==> src/rtl/peripheral_ahb3_verilog_pkg.sv <==
// Shared AHB3-Lite encodings used by the AHB3 masters, memories and peripherals.
package peripheral_ahb3_verilog_pkg;

    localparam logic [1:0] HTRANS_IDLE   = 2'b00;
    localparam logic [1:0] HTRANS_NONSEQ = 2'b10;

    localparam logic [2:0] HSIZE_BYTE  = 3'b000;
    localparam logic [2:0] HSIZE_HWORD = 3'b001;
    localparam logic [2:0] HSIZE_WORD  = 3'b010;
    localparam logic [2:0] HSIZE_DWORD = 3'b011;

    localparam logic [2:0] HBURST_SINGLE = 3'b000;

    localparam logic HRESP_OKAY  = 1'b0;
    localparam logic HRESP_ERROR = 1'b1;

endpackage

==> src/rtl/mpsoc_ahb3_master_port.sv <==
// AHB3-Lite master port: turns valid/ack requests into pipelined SINGLE
// transfers (address phase of k+1 overlaps data phase of k) and returns one
// in-order response per request.
module mpsoc_ahb3_master_port
    import peripheral_ahb3_verilog_pkg::*;
#(
    parameter int unsigned PLEN      = 8,
    parameter int unsigned XLEN      = 32,
    parameter logic [3:0]  HPROT_VAL = 4'b0011
) (
    input  logic            HCLK,
    input  logic            HRESET,

    input  logic            req_i,
    output logic            req_ack_o,
    input  logic [PLEN-1:0] req_addr_i,
    input  logic            req_we_i,
    input  logic [2:0]      req_size_i,
    input  logic [XLEN-1:0] req_wdata_i,

    output logic            rsp_valid_o,
    output logic [XLEN-1:0] rsp_rdata_o,
    output logic            rsp_err_o,

    output logic [PLEN-1:0] HADDR,
    output logic [XLEN-1:0] HWDATA,
    output logic            HWRITE,
    output logic [2:0]      HSIZE,
    output logic [2:0]      HBURST,
    output logic [3:0]      HPROT,
    output logic [1:0]      HTRANS,
    output logic            HMASTLOCK,
    input  logic [XLEN-1:0] HRDATA,
    input  logic            HREADY,
    input  logic            HRESP
);

    // Natural alignment plus a transfer no wider than the data bus.
    function automatic logic is_aligned(input logic [PLEN-1:0] addr, input logic [2:0] size);
        logic [PLEN-1:0] mask;
        mask = (PLEN'(1) << size) - PLEN'(1);
        return ((addr & mask) == '0) && ((32'd8 << size) <= 32'(XLEN));
    endfunction

    // Address-phase stage
    logic            ap_valid_q, ap_valid_d;
    logic [PLEN-1:0] ap_addr_q,  ap_addr_d;
    logic            ap_we_q,    ap_we_d;
    logic [2:0]      ap_size_q,  ap_size_d;
    logic [XLEN-1:0] ap_wdata_q, ap_wdata_d;

    // Data-phase stage
    logic            dp_valid_q, dp_valid_d;
    logic            dp_we_q,    dp_we_d;
    logic [XLEN-1:0] dp_wdata_q, dp_wdata_d;

    // Response register
    logic            rsp_valid_q, rsp_valid_d;
    logic [XLEN-1:0] rsp_rdata_q, rsp_rdata_d;
    logic            rsp_err_q,   rsp_err_d;

    logic aligned;
    logic acc_ok;
    logic acc_mis;
    logic ap_adv;
    logic dp_done;

    // Request acceptance and next-state of both pipeline stages and the response.
    always_comb begin
        aligned = is_aligned(req_addr_i, req_size_i);
        ap_adv  = ap_valid_q & HREADY;
        dp_done = dp_valid_q & HREADY;
        acc_ok  = ~HRESET & req_i & aligned & (~ap_valid_q | HREADY);
        // Misaligned requests wait for an empty pipeline so responses stay in order.
        acc_mis = ~HRESET & req_i & ~aligned & ~ap_valid_q & ~dp_valid_q;
        req_ack_o = acc_ok | acc_mis;

        ap_valid_d = ap_valid_q;
        ap_addr_d  = ap_addr_q;
        ap_we_d    = ap_we_q;
        ap_size_d  = ap_size_q;
        ap_wdata_d = ap_wdata_q;
        if (acc_ok) begin
            ap_valid_d = 1'b1;
            ap_addr_d  = req_addr_i;
            ap_we_d    = req_we_i;
            ap_size_d  = req_size_i;
            ap_wdata_d = req_wdata_i;
        end else if (ap_adv) begin
            ap_valid_d = 1'b0;
        end

        dp_valid_d = dp_valid_q;
        dp_we_d    = dp_we_q;
        dp_wdata_d = dp_wdata_q;
        if (HREADY) begin
            dp_valid_d = ap_valid_q;
            dp_we_d    = ap_we_q;
            dp_wdata_d = ap_wdata_q;
        end

        rsp_valid_d = dp_done | acc_mis;
        rsp_err_d   = acc_mis | (dp_done & (HRESP == HRESP_ERROR));
        rsp_rdata_d = (dp_done & ~dp_we_q & (HRESP == HRESP_OKAY)) ? HRDATA : '0;
    end

    // State registers with synchronous reset; reset flushes both stages and any response.
    always_ff @(posedge HCLK) begin
        if (HRESET) begin
            ap_valid_q  <= 1'b0;
            ap_addr_q   <= '0;
            ap_we_q     <= 1'b0;
            ap_size_q   <= HSIZE_BYTE;
            ap_wdata_q  <= '0;
            dp_valid_q  <= 1'b0;
            dp_we_q     <= 1'b0;
            dp_wdata_q  <= '0;
            rsp_valid_q <= 1'b0;
            rsp_rdata_q <= '0;
            rsp_err_q   <= 1'b0;
        end else begin
            ap_valid_q  <= ap_valid_d;
            ap_addr_q   <= ap_addr_d;
            ap_we_q     <= ap_we_d;
            ap_size_q   <= ap_size_d;
            ap_wdata_q  <= ap_wdata_d;
            dp_valid_q  <= dp_valid_d;
            dp_we_q     <= dp_we_d;
            dp_wdata_q  <= dp_wdata_d;
            rsp_valid_q <= rsp_valid_d;
            rsp_rdata_q <= rsp_rdata_d;
            rsp_err_q   <= rsp_err_d;
        end
    end

    // Bus outputs come straight from the stage registers.
    assign HTRANS    = ap_valid_q ? HTRANS_NONSEQ : HTRANS_IDLE;
    assign HADDR     = ap_addr_q;
    assign HWRITE    = ap_we_q;
    assign HSIZE     = ap_size_q;
    assign HWDATA    = dp_wdata_q;
    assign HBURST    = HBURST_SINGLE;
    assign HPROT     = HPROT_VAL;
    assign HMASTLOCK = 1'b0;

    assign rsp_valid_o = rsp_valid_q;
    assign rsp_rdata_o = rsp_rdata_q;
    assign rsp_err_o   = rsp_err_q;

endmodule
==> config.mk <==
export PLATFORM = sky130hd
export DESIGN_NAME = mpsoc_ahb3_master_port
export DESIGN_NICKNAME = d
export VERILOG_FILES = /design/src/rtl/peripheral_ahb3_verilog_pkg.sv /design/src/rtl/mpsoc_ahb3_master_port.sv
export SDC_FILE = /design/constraint.sdc
export NUM_CORES = 1
export LEC_CHECK = 0
export BUFFER_PORTS_ARGS = -buffer_cell sky130_fd_sc_hd__buf_2
export CAP_MARGIN = 5
export CORE_MARGIN = 2
export CORE_UTILIZATION = 49
export CTS_BUF_LIST = sky130_fd_sc_hd__clkbuf_8
export DETAILED_ROUTE_END_ITERATION = 16
export GPL_ROUTABILITY_DRIVEN = 0
export PLACE_DENSITY = 0.9
export SLEW_MARGIN = 25
export SYNTH_ARGS = -nofsm -noshare
export SYNTH_HDL_FRONTEND = slang
export SYNTH_SLANG_ARGS = --single-unit
export TNS_END_PERCENT = 10
==> constraint.sdc <==
create_clock -name HCLK -period 2.1 [get_ports HCLK]
set_clock_uncertainty 0.1 [all_clocks]
set_input_delay 0.21 -clock HCLK [delete_from_list [all_inputs] [get_ports HCLK]]
set_output_delay 0.21 -clock HCLK [all_outputs]
set_load 0.02 [all_outputs]
# [Yosys cells after proc, flatten, opt, wreduce, memory -nomap -nowiden]
# Cells that the tools add are included.
[totals] output_inout_bits=89 latch_bits=0 wordCells=45 ramBits=0 memories=0 mem_bits_ro=0 regBits=113 input_bits=81
[classes] n_bitwise=23 n_mul=0 reduce_logical=4 n_lt_le_gt_ge=1 eq_ne=0 shift=2 div=0 muxes=3 add_sub_neg=1
[ops] cell="$le 32x6->1 const B" count=1
[ops] cell="$shl 4x3->32 const A" count=1
[ops] cell="$and 1x1->1" count=11
[ops] cell="$and 8x8->8" count=1
[ops] cell="$logic_not 8->1" count=1
[ops] cell="$shl 1x3->8 const A" count=1
[ops] cell="$sub 8x2->8 const B" count=1
[ops] cell="$not 1->1" count=7
[ops] cell="$or 1x1->1" count=4
[ops] cell="$mux 1" count=2
[ops] cell="$mux 2" count=1
[ops] cell="$reduce_bool 2->1" count=1
[ops] cell="$reduce_or 2->1" count=1
[ops] cell="$logic_and 1x1->1" count=1

# [Longest topological paths before layout]
# Gate-level depths: netlist (run 1).
[logic_depth] depth_word=10 mapped_depth=9 depth_no_buf=7

# [Worst setup path after synthesis (run 1)]
# Ideal clock, no wire load.
[synth_path] path_kind="input to output" start="input req_size_i[2]" end="output req_ack_o" path_buffers=2 path_stages=8 path_slack_ns=0.010 arrival_time_ns=1.780 cell_sequence="or3_4 ha_1 inv_1 a21oi_1 nand4_2 buf_6 buf_12 o21ai_0"
[synth_between] elab_chain_len=10 word_cells_on_any_way=14 classes_between="1 x add/sub; 1 x order compare; 2 x shift; 8 x bitwise; 2 x reduce/logical"
[synth_rtl] element="start: declaration" line="mpsoc_ahb3_master_port.sv:18" text="input logic [2:0] req_size_i,"
[synth_rtl] element="parallel branches: the longest is 4 deep, another holds $le 32x6->1"
[synth_rtl] element="$logic_and 1x1->1 *" line="mpsoc_ahb3_master_port.sv:42" text="return ((addr & mask) == '0) && ((32'd8 << size) <= 32'(XLEN));"
[synth_rtl] element="$not 1->1" line="mpsoc_ahb3_master_port.sv:75" text="acc_mis = ~HRESET & req_i & ~aligned & ~ap_valid_q & ~dp_valid_q;"
[synth_rtl] element="$and 1x1->1 (3 in series)" line="mpsoc_ahb3_master_port.sv:75"
[synth_rtl] element="$or 1x1->1 *" line="mpsoc_ahb3_master_port.sv:76" text="req_ack_o = acc_ok | acc_mis;"
[synth_rtl] element="end: declaration" line="mpsoc_ahb3_master_port.sv:15" text="output logic req_ack_o,"
# Every way passes the cells marked *.

# [Final worst setup path (run 1)]
# Ends and elaborated chain as after synthesis.

==> results of run 1 <==
[critical path: cells and delay by family]
kind            cells  cell delay, ns
compound gates      2            0.21
fa+ha+maj           1            0.33
buf+inv             4            0.43
simple gates        2            0.60
[registers in the layout, indices dropped and copies added (netlist names)]
name / flops
HWDATA: 32
dp_we_q: 1
rsp_rdata_o: 32
ap_valid_q: 1
ap_wdata_q: 32
rsp_valid_o: 1
dp_valid_q: 1
HADDR: 8
HWRITE: 1
HSIZE: 3
rsp_err_o: 1
[power groups by stage]
| stage | sequential (mW) | clock (mW) | combinational, mW |
|---|---|---|---|
| floorplan | 2.23 | 0 | 0.160 |
| global placement | 2.22 | 0 | 0.275 |
| detailed placement | 2.22 | 0 | 0.281 |
| CTS | 2.17 | 2.24 | 0.391 |
| global route | 2.17 | 2.34 | 0.452 |
| finish | 2.17 | 2.22 | 0.422 |
[cell usage after synthesis, types with 2 or more instances]
cell type	count	area, um2
and3_2	2	15.0
nor2b_1	2	12.5
buf_2	6	30.0
and2_1	32	200
inv_1	3	11.3
buf_12	4	80.1
conb_1	2	7.51
dfxtp_1	113	2260
nand2_1	87	327
o21ai_0	2	10.0
buf_4	10	75.1
mux2i_1	77	771
nor2_1	37	139
o311ai_2	2	32.5
clkbuf_1	14	52.6
[what timing repair did]
action | 4_1_cts | 5_1_grt
setup endpoints to repair | 1 | 1
hold endpoints to repair | 75 | 0
buffers inserted | 0 | 2
resized for setup | 2 | 9
pin swaps | 0 | 1
gates cloned | 0 | 0
hold buffers | 75 | 0
[logic make-up (layout without fill, tap and decap cells)]
kind of cell,count (synthesis),after routing,share of synthesized area
adder cells (fa/ha/maj),1,1,0.00303
AND/OR/NAND/NOR,167,167,0.181
AO/OA/AOI/OAI,7,7,0.0152
flip-flops,113,113,0.548
buffers and inverters,39,289,0.0640
multiplexers,77,77,0.187
other,2,10,0.00182
[area by class of cell]
type / instances / area, um2 / share of cell area
Clock inverter: 11 / 154 / 0.0247
Sequential cell: 113 / 2260 / 0.362
Multi-Input combinational cell: 261 / 1680 / 0.270
Antenna cell: 1 / 2.50 / 0.000401
Timing Repair Buffer: 253 / 1710 / 0.273
Inverter: 4 / 15.0 / 0.00241
Clock buffer: 21 / 289 / 0.0463
Tap cell: 105 / 131 / 0.0210
[routing by layer]
metal	vias to the layer above	GRT usage	wire length, um
met5	-	0	0
li1	1783	-	-
met1	1732	0.268	4580
met4	0	0.0952	259
met2	135	0.474	6200
met3	21	0.0924	716
[through the flow]
stage	utilization	instance area [um2]	setup WS, ns	TNS, ns
2_1_floorplan	-	4150	0.00962	0
3_3_place_gp	0.609	4980	-0.0145	-0.0166
3_5_place_dp	0.609	4980	-0.0379	-0.315
4_1_cts	0.756	6180	0.0137	0
5_1_grt	0.764	6240	-0.0433	-0.0433
6_report	0.764	6240	0.0172	0
[how the worst min path moves through the flow]
stage                   from                          to  slack, ns  depth (start not counted)
6_report       req_size_i[1]       HSIZE[1]$_SDFFE_PP0P_       0.11                          4
5_1_grt        req_size_i[1]       HSIZE[1]$_SDFFE_PP0P_       0.12                          4
4_1_cts        req_size_i[0]       HSIZE[0]$_SDFFE_PP0P_       0.07                          4
3_5_place_dp      HRDATA[18]  rsp_rdata_o[18]$_SDFF_PP0_       0.31                          2
3_3_place_gp       HRDATA[0]   rsp_rdata_o[0]$_SDFF_PP0_       0.31                          2
2_1_floorplan      HRDATA[0]   rsp_rdata_o[0]$_SDFF_PP0_       0.23                          1
==> out/summary.txt, run 1 <==
Psw: 1.12 mW
Total track usage: 0.258
Critical Path AT: 1.77 ns
Critical Path End Type: output port
Critical Path RT: 1.79 ns
Post-DRT Antenna Nets: 0
Worst IR Drop VDD: 0.537 mV
Yosys warning count: 0
Kind of critical path: input port to output port
Num ports: 170
Dominant synthesized flop cell: dfxtp_1
DRC errors left: 0
Antenna violations before repair: 1
Final setup vio count: 0
Root buffer cell: clkbuf_8
Final net count: 732
Vias in the first global route: 3,733
Routed WL: 11.8 mm
Clock-pin transition on the worst setup and hold timing paths: 0.07 ns
Period minus WS final: 2.08 ns
Clk buf depth: 2
Hold WS: 0.114 ns
Cell Chain, Critical Path: buf_2 -> or3_4 -> ha_2 -> inv_1 -> a21oi_2 -> buf_4 -> and3_4 -> o21ai_4 -> buf_6
Number of standard cells after synthesis: 406
Synth-to-Final Area Change: 51.3%
Setup crit end: req_ack_o
Cell area power density: 771 nW/um2
Mapped cell area: 4130 um2
Reg2Reg Depth: 6
Startpoint class of the critical path: input port
Status: finished clean
Initial DRC count: 106
Num rows: 33
Commonest non-fill, non-tap cells in the layout: 159 x buf_2, 113 x dfxtp_1, 87 x nand2_1
Leak: 3.28 nW
Post-synth EDFFs: 0
Sw Ratio: 0.233
Port bufs: 160
Count of cell types in the netlist: 28
Fill cells: 526
Crit path from: req_size_i[2]
R2R Path Start: ap_valid_q$_SDFFE_PP0P_
Post-synth ARST share: 0
Hold Fails Final Rpt: 0
Logic pwr share: 0.088
CTS Sinks: 113
Global route overflow: 0
Drt wl/cell: 15.3 um
Die X: 95.8 um
Placed cells: 659
Chip height: 95.8 um
Via density: 4.77
Pin count of the biggest net entering global routing: 52
Sequential share of the synthesized area: 0.548
Clock share of power: 0.461
Initial core utilization: 0.505
Avg Inst Size Synth: 10.2 um2
Reg power frac: 0.451
Max-cap check violation count: 0
Drt first pass iters: 5
Clock Latency Late Sink: 0.40 ns
R2r endpoint: ap_wdata_q[11]$_SDFFE_PP0P_
DP HPWL: 6.67 mm
Int Power: 3.69 mW
Core Box Area: 8180 um2
Max-slew violations: 0
Die area: 9170 um2
CTS tree: yes
H-tree levels: 4
CP Max Fanout: 2
TritonCTS Buffers: 17
Worst Hold Class: input port to flop
Slowest cell on crit path: or3_4
Commonest non-fill, non-tap cell in the layout: buf_2
Max incr delay on CP: 0.39 ns
Global-route wire length before repair: 17.8 mm
Pwr Total: 4.81 mW
Fin cells: 769
Fmax: 480 MHz
Final period utilization: 0.992
R2R Setup Slk: 0.45 ns
Vias: 3,671
Share of cells above drive strength 1: 0.336
Seq cells post-synth: 113
Note: power is estimated with default switching activity, not from simulation.
==> run 2, diff against run 1 <==
--- a/config.mk
+++ b/config.mk
@@ -8,11 +8,11 @@
 export BUFFER_PORTS_ARGS = -buffer_cell sky130_fd_sc_hd__buf_2
 export CAP_MARGIN = 5
 export CORE_MARGIN = 2
-export CORE_UTILIZATION = 49
+export CORE_UTILIZATION = 45
 export CTS_BUF_LIST = sky130_fd_sc_hd__clkbuf_8
 export DETAILED_ROUTE_END_ITERATION = 16
 export GPL_ROUTABILITY_DRIVEN = 0
-export PLACE_DENSITY = 0.9
+export PLACE_DENSITY = 0.85
 export SLEW_MARGIN = 25
 export SYNTH_ARGS = -nofsm -noshare
 export SYNTH_HDL_FRONTEND = slang
==> out/summary.txt, run 2 (same netlist as run 1, synthesis figures left out) <==
Status: finished clean
Cell area power density: 775 nW/um2
Num ports: 170
CP Max Fanout: 3
DR WL met3: 799 um
Die area: 9950 um2
Final setup vio count: 0
Final net count: 729
Critical Path RT: 1.79 ns
Clock Latency Late Sink: 0.40 ns
Port bufs: 160
Dpl ws: -0.0832 ns
Critical Path AT: 1.74 ns
Worst Hold Class: input port to flop
Routed WL: 11.8 mm
Total track usage: 0.242
Max-slew violations: 0
Pin count of the biggest net entering global routing: 56
Hold WS: 0.145 ns
Synth-to-Final Area Change: 49.8%
Via density: 4.78
Antenna violations before repair: 0
Commonest non-fill, non-tap cell in the layout: buf_2
Kind of critical path: input port to output port
Max-cap check violation count: 0
Commonest non-fill, non-tap cells in the layout: 159 x buf_2, 113 x dfxtp_1, 87 x nand2_1
Post-Route Utilization: 0.702
Die X: 99.7 um
Pwr Total: 4.79 mW
Fin cells: 768
Drt first pass iters: 6
Least-Margin Pin Slew: 0.524 ns
TritonCTS Buffers: 17
Chip height: 99.7 um
Rel. slew slack: 0.651
WL met1: 4.52 mm
DP HPWL: 7.02 mm
Drt wl/cell: 15.3 um
CTS tree: yes
Share of cells above drive strength 1: 0.323
Core Box Area: 8810 um2
Worst IR Drop VDD: 0.576 mV
Root buffer cell: clkbuf_8
Post-DRT Antenna Nets: 0
Placed cells: 658
Final period utilization: 0.978
Critical Path End Type: output port
Clock-pin transition on the worst setup and hold timing paths: 0.06 ns
Num rows: 34
Fmax: 487 MHz
Area of the multi-input gates: 1650 um2
Global route overflow: 0
Max layer used: met4
Startpoint class of the critical path: input port
DRC errors left: 0
Leak: 3.27 nW
Antenna fix cells: 0
H-tree levels: 4
Vias: 3,671
Initial DRC count: 103
Setup ws final: 0.0457 ns
CTS Sinks: 113
Clk buf depth: 2
Global-route wire length before repair: 18.8 mm
WL met2: 6.08 mm
Fill cells: 618
Vias in the first global route: 4,092
Hold Fails Final Rpt: 0
RSZ-0062 raised after global routing: no
Period minus WS final: 2.05 ns
Sequential Area: 2260 um2
Initial core utilization: 0.468
## run 2: cell count changes in the layout (fill, tap and decap cells not counted), moves of 3 or more
| cell | delta |
|---|---|
| clkinv_2 | +3 |
| clkinv_4 | -3 |
| inv_1 | +3 |
| buf_4 | -5 |
## run 2: repair_timing
action                                  4_1_cts  5_1_grt
hold buffers                                 77        0
pin swaps                                     1        0
endpoints found under the hold margin        77        0
endpoints found under the setup margin        1        1
resized for setup                             2        4
setup buffers                                 1        0
## run 2: layout make-up
type,instances,area share
Clock inverter,13,0.0273
Sequential cell,113,0.366
Tap cell,108,0.0219
Timing Repair Buffer,250,0.273
Clock buffer,19,0.0423
Inverter,4,0.00243
Multi-Input combinational cell,261,0.267
## run 2: worst paths after layout
kind | start | endpoint | slack, ns | depth (start not counted)
max | req_size_i[2] | req_ack_o | 0.05 | 8
min | HREADY | rsp_err_o$_SDFF_PP0_ | 0.15 | 3
max reg2reg | ap_valid_q$_SDFFE_PP0P_ | HWRITE$_SDFFE_PP0P_ | 0.56 | 5
min reg2reg | ap_wdata_q[16]$_SDFFE_PP0P_ | ap_wdata_q[16]$_SDFFE_PP0P_ | 0.36 | 2
## run 2: stage by stage
step	TNS (ns)	instance area, um2
floorplan	0	4150
global placement	-0.395	4950
detailed placement	-1.23	4950
CTS	0	6170
global route	0	6180
finish	0	6180
## run 2: power breakdown
part | switching [mW] | internal, mW
registers | 0.0103 | 2.16
clock network | 0.872 | 1.34
logic | 0.190 | 0.220
## run 2: layer usage
layer	GRT usage	vias up
met5	0	-
met4	0.128	0
met3	0.0808	30
met2	0.430	155
met1	0.251	1716
li1	-	1770
## run 2: critical path, stage by stage
cell and delay (ns):
buf_2 0.11, or3_4 0.39, ha_1 0.28, inv_1 0.04, a21oi_2 0.25, and3_4 0.24
o21ai_2 0.07, buf_6 0.14
==> run 3, diff against run 2 <==
--- a/config.mk
+++ b/config.mk
@@ -13,6 +13,7 @@
 export DETAILED_ROUTE_END_ITERATION = 16
 export GPL_ROUTABILITY_DRIVEN = 0
 export PLACE_DENSITY = 0.85
+export SETUP_SLACK_MARGIN = 0.3
 export SLEW_MARGIN = 25
 export SYNTH_ARGS = -nofsm -noshare
 export SYNTH_HDL_FRONTEND = slang
==> out/summary.txt, run 3 (same netlist as run 1, synthesis figures left out) <==
Status: finished clean
Leak: 3.26 nW
CP top delay family: simple AND/OR/NAND/NOR gates
RSZ-0062 raised after global routing: yes
Chip height: 99.7 um
Hold Fails Final Rpt: 0
Most common cell on crit path: buf_6
TritonCTS Buffers: 17
Critical Path RT: 1.79 ns
Logic pwr share: 0.089
WL met1: 4.69 mm
Commonest non-fill, non-tap cells in the layout: 158 x buf_2, 113 x dfxtp_1, 87 x nand2_1
Drt first pass iters: 4
Die area: 9950 um2
Startpoint class of the critical path: input port
DP HPWL: 6.67 mm
DR WL met3: 893 um
Max-cap check violation count: 0
Cell Chain, Critical Path: buf_6 -> or3_4 -> ha_4 -> nor2b_4 -> o311ai_4 -> and3_4 -> o21ai_4 -> buf_6
Die X: 99.7 um
Post-DRT Antenna Nets: 0
Cell area power density: 753 nW/um2
Worst Hold Class: input port to flop
Final setup vio count: 0
Port bufs: 160
Root buffer cell: clkbuf_8
Int Power: 3.60 mW
Total track usage: 0.236
Worst IR Drop VDD: 0.526 mV
CTS Sinks: 113
Kind of critical path: input port to output port
Clock-pin transition on the worst setup and hold timing paths: 0.06 ns
Fmax: 518 MHz
Drt wl/cell: 15.1 um
DRC errors left: 0
Max incr delay on CP: 0.40 ns
Final net count: 726
Setup Total Neg Slack: 0 ns
Max-slew violations: 0
Global-route wire length before repair: 18.3 mm
Buf/Inv on CP: 2
Setup ws final: 0.170 ns
Reg power frac: 0.467
Synth-to-Final Area Change: 49.8%
Antenna fix cells: 0
Max layer used: met4
Slowest cell on crit path: or3_4
Pin count of the biggest net entering global routing: 46
Initial core utilization: 0.468
Core Box Area: 8810 um2
Clock share of power: 0.444
Initial DRC count: 95
Vias in the first global route: 3,852
Num ports: 170
Pwr Total: 4.65 mW
Routed WL: 11.5 mm
Share of cells above drive strength 1: 0.326
Num rows: 34
Post-Route Utilization: 0.702
Critical Path End Type: output port
Period minus WS final: 1.93 ns
Clk buf depth: 2
Psw: 1.05 mW
Vias: 3,619
Antenna violations before repair: 0
Final period utilization: 0.919
Sw Ratio: 0.226
Dpl ws: -0.0319 ns
H-tree levels: 4
Global route overflow: 0
CP Max Fanout: 4
WL met2: 5.63 mm
Commonest non-fill, non-tap cell in the layout: buf_2
Critical Path AT: 1.62 ns
CTS tree: yes
Via density: 4.74
Clock Latency Late Sink: 0.40 ns
[run 3: worst reg2reg max path: stages (launching register included)]
cell and delay [ns]:
dfxtp_1 0.33, nor2b_1 0.15, nor2_1 0.18, nand4_4 0.15
buf_4 0.19, buf_12 0.17, and3_2 0.24
[run 3: through the flow]
step / hold slack (ns) / std cells / instance area, um2
6_report: 0.0372 / 764 / 6180
5_1_grt: 0.0350 / 764 / 6180
4_1_cts: 0.00727 / 763 / 6170
3_5_place_dp: 0.312 / 655 / 4960
3_3_place_gp: 0.309 / 655 / 4960
2_1_floorplan: 0.232 / 413 / 4180
[run 3: power by group through the flow]
stage               registers, mW  clock network, mW  logic, mW
CTS                          2.17               2.11      0.401
global placement             2.22                  0      0.274
global route                 2.17               2.22      0.444
detailed placement           2.22                  0      0.279
floorplan                    2.23                  0      0.167
finish                       2.17               2.07      0.414
[run 3: final cells by class]
cell class | instances | area [um2]
clock buffer | 19 | 262
clock inverter | 12 | 143
fill | 639 | 2630
inverter | 4 | 15.0
multi-input combinational | 261 | 1700
sequential | 113 | 2260
tap | 108 | 135
timing repair buffer | 247 | 1670
[run 3: final timing paths]
kind	start	endpoint	cells after the start	slack (ns)
worst min-delay path	req_i	ap_valid_q$_SDFFE_PP0P_	3	0.04
worst max register to register	ap_valid_q$_SDFFE_PP0P_	HSIZE[2]$_SDFFE_PP0P_	6	0.48
worst max-delay path	req_size_i[0]	req_ack_o	8	0.17
worst min register to register	ap_wdata_q[24]$_SDFFE_PP0P_	ap_wdata_q[24]$_SDFFE_PP0P_	2	0.36
[run 3: routing by layer]
metal	GRT usage	vias up
met5	0	-
met4	0.101	0
met3	0.0914	26
met2	0.406	145
met1	0.259	1679
li1	-	1769
[run 3: repair_timing]
| item | 4_1_cts | 5_1_grt |
|---|---|---|
| endpoints found under the hold margin | 75 | 0 |
| resized for setup | 9 | 0 |
| hold buffers | 75 | 0 |
| setup buffers | 2 | 1 |
| pin swaps | 3 | 1 |
| setup endpoints to repair | 1 | 1 |
